===== src/rtl/pipeline_fifo_burst_arbiter.sv =====
// Round-robin burst arbiter merging INPUT_COUNT ready/valid streams into one port.
// The output passes through a 2-entry skid stage, so input_ready never depends on output_ready.
module pipeline_fifo_burst_arbiter #(
    parameter int unsigned INPUT_COUNT  = 4,
    parameter int unsigned WORD_WIDTH   = 8,
    parameter int unsigned BURST_LENGTH = 4
) (
    input  logic                                  clock,
    input  logic                                  clear,
    input  logic [INPUT_COUNT-1:0]                input_valid,
    output logic [INPUT_COUNT-1:0]                input_ready,
    input  logic [INPUT_COUNT*WORD_WIDTH-1:0]     input_data,
    output logic                                  output_valid,
    input  logic                                  output_ready,
    output logic [WORD_WIDTH-1:0]                 output_data,
    output logic [$clog2(INPUT_COUNT)-1:0]        output_source,
    output logic                                  grant_active
);

    localparam int unsigned IW = $clog2(INPUT_COUNT);
    localparam int unsigned CW = $clog2(BURST_LENGTH + 1);
    localparam logic [CW-1:0] LAST_BEAT = CW'(BURST_LENGTH - 1);
    localparam logic [IW-1:0] LAST_SRC  = IW'(INPUT_COUNT - 1);

    typedef enum logic {
        S_IDLE    = 1'b0,
        S_GRANTED = 1'b1
    } state_t;

    state_t                r_state;
    state_t                w_state_nxt;
    logic [IW-1:0]         r_grant_index;
    logic [IW-1:0]         w_grant_nxt;
    logic [IW-1:0]         r_last_index;
    logic [IW-1:0]         w_last_nxt;
    logic [CW-1:0]         r_burst_count;
    logic [CW-1:0]         w_count_nxt;

    logic                  r_main_valid;
    logic [WORD_WIDTH-1:0] r_main_data;
    logic [IW-1:0]         r_main_src;
    logic                  r_skid_full;
    logic [WORD_WIDTH-1:0] r_skid_data;
    logic [IW-1:0]         r_skid_src;

    logic                  w_sel_valid;
    logic [WORD_WIDTH-1:0] w_sel_data;
    logic                  w_xfer;
    logic                  w_release;
    logic [IW-1:0]         w_pick_base;
    logic [IW-1:0]         w_pick;
    logic                  w_pick_found;

    // Mux the granted source's valid and data
    always_comb begin
        w_sel_valid = 1'b0;
        w_sel_data  = '0;
        for (int unsigned i = 0; i < INPUT_COUNT; i++) begin
            if (r_grant_index == IW'(i)) begin
                w_sel_valid = input_valid[i];
                w_sel_data  = input_data[i*WORD_WIDTH +: WORD_WIDTH];
            end
        end
    end

    // Ready decoded purely from registered state
    always_comb begin
        input_ready = '0;
        for (int unsigned i = 0; i < INPUT_COUNT; i++) begin
            input_ready[i] = (r_state == S_GRANTED) && !r_skid_full && (r_grant_index == IW'(i));
        end
    end

    assign w_xfer    = (r_state == S_GRANTED) && w_sel_valid && !r_skid_full;
    assign w_release = (r_state == S_GRANTED) &&
                       ((w_xfer && (r_burst_count == LAST_BEAT)) || (!w_sel_valid && !r_skid_full));

    // Round-robin search starting after the base index; the base itself is the last candidate
    always_comb begin
        w_pick_base  = (r_state == S_GRANTED) ? r_grant_index : r_last_index;
        w_pick       = '0;
        w_pick_found = 1'b0;
        for (int unsigned k = 1; k <= INPUT_COUNT; k++) begin
            if (!w_pick_found && input_valid[IW'((32'(w_pick_base) + k) % INPUT_COUNT)]) begin
                w_pick       = IW'((32'(w_pick_base) + k) % INPUT_COUNT);
                w_pick_found = 1'b1;
            end
        end
    end

    always_ff @(posedge clock or posedge clear) begin
        if (clear) begin
            r_state       <= S_IDLE;
            r_grant_index <= '0;
            r_last_index  <= LAST_SRC;
            r_burst_count <= '0;
        end else begin
            r_state       <= w_state_nxt;
            r_grant_index <= w_grant_nxt;
            r_last_index  <= w_last_nxt;
            r_burst_count <= w_count_nxt;
        end
    end

    always_comb begin
        w_state_nxt = r_state;
        w_grant_nxt = r_grant_index;
        w_last_nxt  = r_last_index;
        w_count_nxt = r_burst_count;
        case (r_state)
            S_IDLE: begin
                if (w_pick_found) begin
                    w_state_nxt = S_GRANTED;
                    w_grant_nxt = w_pick;
                    w_count_nxt = '0;
                end
            end
            S_GRANTED: begin
                if (w_xfer) begin
                    w_count_nxt = r_burst_count + CW'(1);
                end
                // Hand over without a bubble when another requester is waiting
                if (w_release) begin
                    w_last_nxt  = r_grant_index;
                    w_count_nxt = '0;
                    if (w_pick_found) begin
                        w_grant_nxt = w_pick;
                    end else begin
                        w_state_nxt = S_IDLE;
                    end
                end
            end
            default: w_state_nxt = S_IDLE;
        endcase
    end

    // Main/skid output stage: skid only fills when main is stalled
    always_ff @(posedge clock or posedge clear) begin
        if (clear) begin
            r_main_valid <= 1'b0;
            r_main_data  <= '0;
            r_main_src   <= '0;
            r_skid_full  <= 1'b0;
            r_skid_data  <= '0;
            r_skid_src   <= '0;
        end else if (r_skid_full) begin
            if (output_ready) begin
                r_main_data <= r_skid_data;
                r_main_src  <= r_skid_src;
                r_skid_full <= 1'b0;
            end
        end else if (w_xfer) begin
            if (!r_main_valid || output_ready) begin
                r_main_valid <= 1'b1;
                r_main_data  <= w_sel_data;
                r_main_src   <= r_grant_index;
            end else begin
                r_skid_full <= 1'b1;
                r_skid_data <= w_sel_data;
                r_skid_src  <= r_grant_index;
            end
        end else if (output_ready) begin
            r_main_valid <= 1'b0;
        end
    end

    assign output_valid  = r_main_valid;
    assign output_data   = r_main_data;
    assign output_source = r_main_src;
    assign grant_active  = (r_state == S_GRANTED);

endmodule


===== config.mk =====
export PLATFORM = sky130hd
export DESIGN_NAME = pipeline_fifo_burst_arbiter
export DESIGN_NICKNAME = d
export VERILOG_FILES = /design/src/rtl/pipeline_fifo_burst_arbiter.sv
export SDC_FILE = /design/constraint.sdc
export NUM_CORES = 1
export LEC_CHECK = 0
export CAP_MARGIN = 15
export CORE_MARGIN = 2
export CORE_UTILIZATION = 50
export DETAILED_ROUTE_END_ITERATION = 8
export GPL_TIMING_DRIVEN = 0
export PLACE_DENSITY = 0.89
export REMOVE_ABC_BUFFERS = 1
export SYNTH_ARGS = -nofsm -noshare
export SYNTH_HDL_FRONTEND = slang
export SYNTH_SLANG_ARGS = --single-unit
export TNS_END_PERCENT = 5

===== constraint.sdc =====
create_clock -name clock -period 6.25 [get_ports clock]
set_clock_uncertainty 0.15 [all_clocks]
set_input_delay 0.9375 -clock clock [delete_from_list [all_inputs] [get_ports clock]]
set_output_delay 0.9375 -clock clock [all_outputs]
set_load 0.005 [all_outputs]

======== Yosys cells after proc, flatten, opt, wreduce, memory -nomap -nowiden ========
Index checks and enable logic that the tools add are counted.
storage, ports and cells
  word-level logic and storage cells ...... 111
  flip-flop bits (word level) ............. 30
  output and inout bits ................... 16
operators by class
  bitwise logic cells ..................... 3
  order comparisons ....................... 4
  reduce and logical (&&, ||, !) cells .... 30
  multiplexer cells ....................... 50
  add/sub/neg operators ................... 5
  eq/ne operators ......................... 9
operators by type and width
  kind                                                        count
  two-way mux 8 bit                                           8
  two-way mux 2 bit                                           11
  two-way mux 1 bit                                           21
  logical AND 1 bit                                           13
  less-than comparator 2 x 3 -> 1 bit, second input constant  4
  two-way mux 3 bit                                           3
  AND reduction 3 bit                                         3
  binary-select mux 1 bit (select 2 bit)                      4
  zero test 1 bit                                             6
  one-hot mux 3 bit (2 select lines)                          1
  nonzero test 2 bit                                          3
  adder 2 x 1 -> 2 bit, second input constant                 2
  adder 2 bit, second input constant                          2
  == test 2 bit, second input constant                        2
  inequality test 2 x 1 -> 1 bit, second input constant       2
  inequality test 2 bit, second input constant                2
  one-hot mux 2 bit (2 select lines)                          1
  AND reduction 2 bit                                         2
  adder 3 x 1 -> 3 bit, second input constant                 1
  == test 3 x 2 -> 1 bit, second input constant               1
  inequality test 3 x 1 -> 1 bit, second input constant       1
  inverter 1 bit                                              3
  == test 2 x 1 -> 1 bit, second input constant               1
  zero test 2 bit                                             1
  other kinds (2)                                             3

======== Longest topological paths before layout ========
Gate-level depths: netlist (run 1).
  word-level depth ........................ 17
  gate-level depth with buffers ........... 6
  gate-level depth less buffers ........... 6

======== Worst setup path after synthesis (run 1) ========
No wires, ideal clock.
  path type ............................... input port to flip-flop
  start ................................... input input_valid[2]
  end ..................................... register r_grant_index[0]
  stages .................................. 4
  setup slack ............................. 3.915 ns
  arrival time ............................ 2.060 ns
  cell sequence ........................... mux2i_1 > o221ai_1 > nor2_1 > mux2_2
between the ends
  longest elaborated chain between the ends .. 15
RTL lines
  element                                                        RTL line  text
  from (decl)                                                    10        input logic [INPUT_COUNT-1:0] input_valid,
  binary-select mux 1 bit (select 2 bit)                         84        if (!w_pick_found && input_valid[IW'((32'(w_pick_base) + k) % INPUT_COUNT)]) begin
  two-way mux 1 bit (implied by the code)                        84
  two-way mux 1 bit                                              84
  zero test 1 bit                                                84
  logical AND 1 bit                                              84
  two-way mux 1 bit                                              84
  zero test 1 bit                                                84
  logical AND 1 bit                                              84
  two-way mux 1 bit                                              84
  zero test 1 bit                                                84
  logical AND 1 bit                                              84
  two-way mux 2 bit / two-way mux 1 bit (equally long branches)  84
  two-way mux 2 bit                                              112, 126
  two-way mux 2 bit                                              123       if (w_release) begin
  one-hot mux 2 bit (2 select lines)                             110       case (r_state)
  to (signal assigned)                                           99        r_grant_index <= w_grant_nxt;
  to (decl)                                                      32        logic [IW-1:0] r_grant_index;
Several ways; a longest one is shown, not always the timed one. The select of a mux whose other input is x is not followed.
A chain may end at the register's enable or synchronous reset.

======== Worst setup path in the final report (run 1) ========
  start ................................... register r_grant_index[0]
  end ..................................... output input_ready[0]
between the ends
  longest elaborated chain between the ends .. 2
RTL lines
  element            RTL line  text
  zero test 2 bit    70        input_ready[i] = (r_state == S_GRANTED) && !r_skid_full && (r_grant_index == IW'(i));
  logical AND 1 bit  70
  to (decl)          11        output logic [INPUT_COUNT-1:0] input_ready,
Every way passes these cells.

==> flow_metrics.py, run 1 <==
metrics = {
    "power_and_ir_drop": {
        "p_comb_share_pct": 56.1,
        "p_leak_nw": 1.00,
        "power.internal_mw": 0.722,
        "p_sw_share_pct": 36.1,
        "p_sw_mw": 0.408,
        "clkPwrFrac_pct": 9.1,
        "finalPower_mw": 1.13,
        "peakVddDrop_mv": 0.282,
        "powerDensity_mw_per_mm2": 476,
        "p_seq_share_pct": 34.9,
    },
    "logic_synthesis": {
        "ys_warn_count": 0,
        "async_flop_share_pct": 100,
        "synth_ff_type": "dfrtp_1",
        "syn_area_sq_mm": 0.00176,
        "ys_seq_elements": 30,
        "synth_seq_area_share_pct": 42.9,
        "ys_types": 40,
        "synth-edff-count": 0,
        "syn_area_per_cell_sq_um": 12.6,
        "syn_inst": 139,
    },
    "drt": {
        "route.vias.total": 1388,
        "first_pass_iters": 4,
        "drtIter0Drc": 24,
        "drc_errors": 0,
        "antenna_left": 0,
        "wl_per_cell_um": 17.4,
        "via_per_inst": 5.76,
        "wirelength_um": 4190,
    },
    "clock_network": {
        "htreeDepth": 2,
        "cts_resized": 0,
        "cts_buffers": 5,
        "cts.clk_slew.worst_paths_ns": 0.10,
        "cts_hold_buf": 0,
        "clkSinkCount": 30,
        "clockBufferDepth": 2,
        "cts_root_buffer": "clkbuf_4",
        "cts_tree": "done",
        "cts_setup_buffers": 0,
        "clock_latency_ns": 0.31,
    },
    "global_route": {
        "grt_overflow_total": 0,
        "antenna_found_initial": 0,
        "grt_max_degree": 31,
        "grt_pass1_vias": 1454,
        "grt_pass1_wl_um": 6660,
        "track_usage_pct": 21.2,
    },
    "placed_design": {
        "portBuffers": 54,
        "pre_cts_slack_ns": 3.10,
        "gp_congestion": 0.815,
        "dp_hpwl_um": 3120,
    },
    "critical_path": {
        "crit_path_end_kind": "output port",
        "critical_path_class": "reg -> out",
        "worstPathArrival_ns": 2.17,
        "worstPathCellList": "or3b_4 > nor2_1 > clkdlybuf4s50_1",
        "start_kind": "register",
        "path_max_fanout": 17,
        "slowest_delay_ns": 0.66,
        "worst-path-buf-inv": 1,
        "cp_slowest_cell": "dfrtp_1",
        "worstPathRequired_ns": 5.16,
        "crit_family": "simple AND/OR/NAND/NOR gates",
    },
    "run": {
        "cap_viol_max_count": 0,
    },
    "floorplan": {
        "io_pins": 55,
        "die_w_um": 63.3,
        "core_area_sq_mm": 0.00336,
        "die_area_sq_mm": 0.00400,
        "start_util_pct": 52.2,
        "rows": 21,
        "die_h_um": 63.3,
    },
    "min_path": {
        "min_path_type": "reg -> reg",
    },
    "sta": {
        "worst_pin_slew_ns": 0.759,
        "final-setup-viol-count": 0,
        "setup_tns_ns": 0,
        "timing.fmax_mhz": 307,
        "drv_slew": 0,
        "finalHoldViolations": 0,
        "fin_crit_ns": 3.26,
        "fin_ws_ns": 2.99,
        "period_share_pct": 52.2,
        "rsz0062_at_grt": "false",
        "slew_headroom_pct": 49.4,
    },
    "final_layout": {
        "utilization_pct": 70.6,
        "drive_gt1_share_pct": 26.7,
        "final_cell_mix": "clkdlybuf4s50_1 (54), dfrtp_1 (28), nor2_1 (10)",
        "fin_nets": 236,
        "area_delta_synth_final_pct": 35.4,
        "antenna_cells": 0,
        "layout_commonest_cell": "clkdlybuf4s50_1",
    },
    "outcome": {
        "status": "completed",
    },
}
==> through the flow <==
step / std cells / area, sq um / hold slack, ns
after floorplan: 133 / 1710 / 0.304
after detailed placement: 233 / 2300 / 0.329
final: 241 / 2380 / 0.346
after global routing: 241 / 2380 / 0.373
after CTS: 240 / 2350 / 0.350
after global placement: 233 / 2300 / 0.319
==> kinds of logic after synthesis <==
logic type	after synthesis	synth area share [%]
compound gates	30	14.9
mux	29	25.1
flops	30	42.9
simple gates	36	11.5
fa+ha+maj	2	1.43
buf+inv	12	4.13
==> sequential cells by signal, indices dropped and copies added (netlist names) <==
name           count
grant_active       1
r_skid_src         2
output_valid       1
r_last_index       2
r_skid_full        1
r_grant_index      2
r_burst_count      3
output_source      2
r_skid_data        8
output_data        8
==> path summary, 6_finish.rpt <==
| kind | from | end | slack [ns] | cells after the start |
|---|---|---|---|---|
| min in group asynchronous | clear | r_skid_data[1] | 0.72 | 2 |
| setup reg to reg | r_grant_index[1] | r_grant_index[0] | 3.70 | 4 |
| hold reg to reg | r_burst_count[1] | r_burst_count[1] | 0.35 | 2 |
| setup / recovery | r_grant_index[0] | input_ready[0] | 2.99 | 3 |
| max in group asynchronous | clear | r_skid_data[3] | 4.82 | 3 |
| hold / removal | r_burst_count[1] | r_burst_count[1] | 0.35 | 2 |
==> layout make-up <==
type / count / area (sq um)
Clock buffer: 7 / 45.0
Inverter: 6 / 22.5
Multi-Input combinational cell: 97 / 930
Timing Repair Buffer: 55 / 568
Sequential cell: 30 / 753
Fill cell: 248 / 987
Tap cell: 46 / 57.6
==> tightest hold or removal path: cells and delay by family, from the launching register on <==
kind | cells | cell delay, ns
AO/OA/AOI/OAI | 1 | 0.06
flip-flops | 1 | 0.36
AND/OR/NAND/NOR | 1 | 0.05
==> metal layers <==
| metal | track usage (%) | routed length, um |
|---|---|---|
| met2 | 39.8 | 2190 |
| met1 | 23.9 | 1710 |
| met4 | 4.89 | 50 |
| met5 | 0 | 0 |
| met3 | 5.71 | 236 |
==> power groups by stage <==
stage | Sequential [mW] | Clock (mW) | Combinational [mW]
2_1_floorplan | 0.374 | 0 | 0.425
3_3_place_gp | 0.390 | 0 | 0.603
3_5_place_dp | 0.398 | 0 | 0.634
4_1_cts | 0.395 | 0.104 | 0.637
5_1_grt | 0.409 | 0.114 | 0.682
6_report | 0.394 | 0.102 | 0.634
==> Yosys cell counts (2+ instances only) <==
| master | n | share of area, % |
|---|---|---|
| a211oi_1 | 3 | 1.3 |
| a2bb2oi_1 | 2 | 1.0 |
| buf_6 | 3 | 1.9 |
| dfrtp_1 | 28 | 40 |
| dfstp_2 | 2 | 3.0 |
| ha_1 | 2 | 1.4 |
| inv_1 | 6 | 1.3 |
| mux2_2 | 8 | 5.1 |
| mux2_4 | 8 | 6.8 |
| mux2i_1 | 5 | 2.9 |
| mux4_2 | 8 | 10 |
| nand2_1 | 6 | 1.3 |
| nand2b_1 | 4 | 1.4 |
| nand3b_1 | 2 | 0.86 |
| nor2_1 | 10 | 2.1 |
| o21ai_0 | 5 | 1.4 |
| o221a_2 | 7 | 4.5 |
| o22ai_1 | 2 | 0.71 |
| or2_2 | 7 | 2.5 |
Note: power is estimated with default switching activity, not from simulation.
==> inputs of run 2 (changes only) <==
Settings changed: CORE_UTILIZATION 50 to 42, PLACE_DENSITY 0.89 to 0.8.
Clock period 6.25 ns to 2.9 ns, I/O delays scaled along.
==> flow_metrics.py, run 2 (synthesis gave the netlist of run 1 again) <==
metrics = {
    "outcome": {
        "status": "completed",
    },
    "power_and_ir_drop": {
        "p_leak_nw": 1.02,
        "peakVddDrop_mv": 0.408,
        "powerDensity_mw_per_mm2": 1060,
        "finalPower_mw": 2.57,
    },
    "sta": {
        "worst_hold_slack_ns": 0.263,
        "rsz0062_at_grt": "false",
        "final-setup-viol-count": 0,
        "fin_ws_ns": 0.290,
        "fin_crit_ns": 2.61,
        "slew_headroom_pct": 54.6,
        "worst_pin_slew_ns": 0.681,
        "finalHoldViolations": 0,
        "period_share_pct": 90.0,
        "setup_tns_ns": 0,
        "drv_slew": 0,
        "timing.fmax_mhz": 383,
    },
    "final_layout": {
        "area_delta_synth_final_pct": 38.6,
        "antenna_cells": 0,
        "finalNonFillerCells": 246,
        "seqCellArea_sq_um": 754,
        "layout_commonest_cell": "clkdlybuf4s50_1",
        "drive_gt1_share_pct": 28.6,
        "fillCellCount": 306,
        "multi_input_area_sq_um": 930,
        "fin_nets": 236,
        "final_cell_mix": "clkdlybuf4s50_1 (54), dfrtp_1 (27), nor2_1 (10)",
    },
    "floorplan": {
        "die_h_um": 68.7,
        "die_area_sq_mm": 0.00471,
        "rows": 23,
        "io_pins": 55,
        "core_area_sq_mm": 0.00400,
        "die_w_um": 68.7,
        "start_util_pct": 43.9,
    },
    "clock_network": {
        "clkSinkCount": 30,
        "htreeDepth": 2,
        "cts_tree": "done",
        "cts_root_buffer": "clkbuf_8",
        "clockBufferDepth": 2,
        "cts_setup_buffers": 0,
        "clock_latency_ns": 0.29,
        "cts.clk_slew.worst_paths_ns": 0.07,
        "cts_buffers": 5,
    },
    "drt": {
        "antenna_left": 0,
        "wl_per_cell_um": 17.3,
        "via_per_inst": 5.61,
        "drtIter0Drc": 35,
        "drc_errors": 0,
        "route.vias.total": 1380,
        "first_pass_iters": 4,
        "wirelength_um": 4260,
    },
    "critical_path": {
        "worstPathRequired_ns": 2.32,
        "ff2ff_setup_slack_ns": 0.35,
        "crit_path_end_kind": "output port",
        "start_kind": "register",
        "reg2reg_depth": 4,
        "r2r-start": "r_grant_index[1]",
        "worstSetupStartpoint": "r_grant_index[0]",
        "crit_path_end": "input_ready[0]",
        "path_max_fanout": 17,
        "r2r_end": "r_grant_index[1]",
        "critical_path_class": "reg -> out",
        "worstPathArrival_ns": 2.02,
    },
    "placed_design": {
        "pre_cts_slack_ns": 0.302,
        "gp_congestion": 0.829,
        "dp_cells": 237,
        "portBuffers": 54,
        "dp_hpwl_um": 3060,
    },
    "global_route": {
        "grt_pass1_wl_um": 6680,
        "grt_max_degree": 31,
        "grt_pass1_vias": 1445,
        "antenna_found_initial": 0,
        "track_usage_pct": 19.3,
        "grt_overflow_total": 0,
    },
    "run": {
        "cap_viol_max_count": 0,
    },
    "min_path": {
        "min_path_type": "in -> async",
    },
}
run 2: cell types whose count changed in the layout (fill, tap and decap cells not counted), sizes merged:
| cell | before | now |
|---|---|---|
| clkinvlp | 0 | 1 |
| clkinv | 0 | 1 |
| clkbuf | 7 | 6 |
run 2: worst min-delay path by stage:
stage | start | slack (ns) | endpoint | depth (start not counted)
6_report | clear | 0.26 | r_skid_data[6] | 2
2_1_floorplan | r_burst_count[1] | 0.30 | r_burst_count[1] | 2
3_3_place_gp | r_burst_count[1] | 0.32 | r_burst_count[1] | 2
3_5_place_dp | r_skid_data[4] | 0.34 | r_skid_data[4] | 1
4_1_cts | r_skid_data[5] | 0.36 | r_skid_data[5] | 1
5_1_grt | clear | 0.28 | r_skid_data[6] | 2
run 2: critical path: stages, from the launching register on:
cell and delay (ns):
dfrtp_2 0.58, or3b_4 0.50, nor2_1 0.14, clkdlybuf4s50_1 0.52
run 2: report_power, final:
part           switching (mW)  total, mW  leakage (nW)  internal [mW]
Clock                   0.166      0.357        0.0472          0.190
Sequential              0.222      0.862         0.346          0.640
Combinational           0.525       1.35         0.631          0.828
run 2: area by class of cell:
| cell class | instances | share of cell area, % |
|---|---|---|
| clock buffers | 6 | 3.40 |
| clock inverters | 2 | 0.514 |
| inverters | 6 | 0.926 |
| multi-input cells | 97 | 38.2 |
| flip-flops and latches | 30 | 31.0 |
| well taps | 50 | 2.57 |
| repair buffers | 55 | 23.4 |
run 2: timing repair:
action | CTS | global route
endpoints found under the setup margin | 0 | 4
gates resized for setup | 0 | 1
hold buffers | 0 | 0
run 2: through the flow:
step / area (sq um) / utilization (%)
after global routing: 2430 / 60.8
after global placement: 2310 / 57.7
after detailed placement: 2310 / 57.7
after CTS: 2400 / 60.1
final: 2430 / 60.8
after floorplan: 1710 / -
run 2: layer usage:
| metal | share of wire, % | GRT usage [%] | wire (um) | vias up |
|---|---|---|---|---|
| met2 | 49 | 31.7 | 2070 | 59 |
| met3 | 8.3 | 5.19 | 353 | 5 |
| li1 | - | - | - | 641 |
| met1 | 42 | 24.7 | 1790 | 675 |
| met5 | 0 | 0 | 0 | - |
| met4 | 1.2 | 6.25 | 52 | 0 |
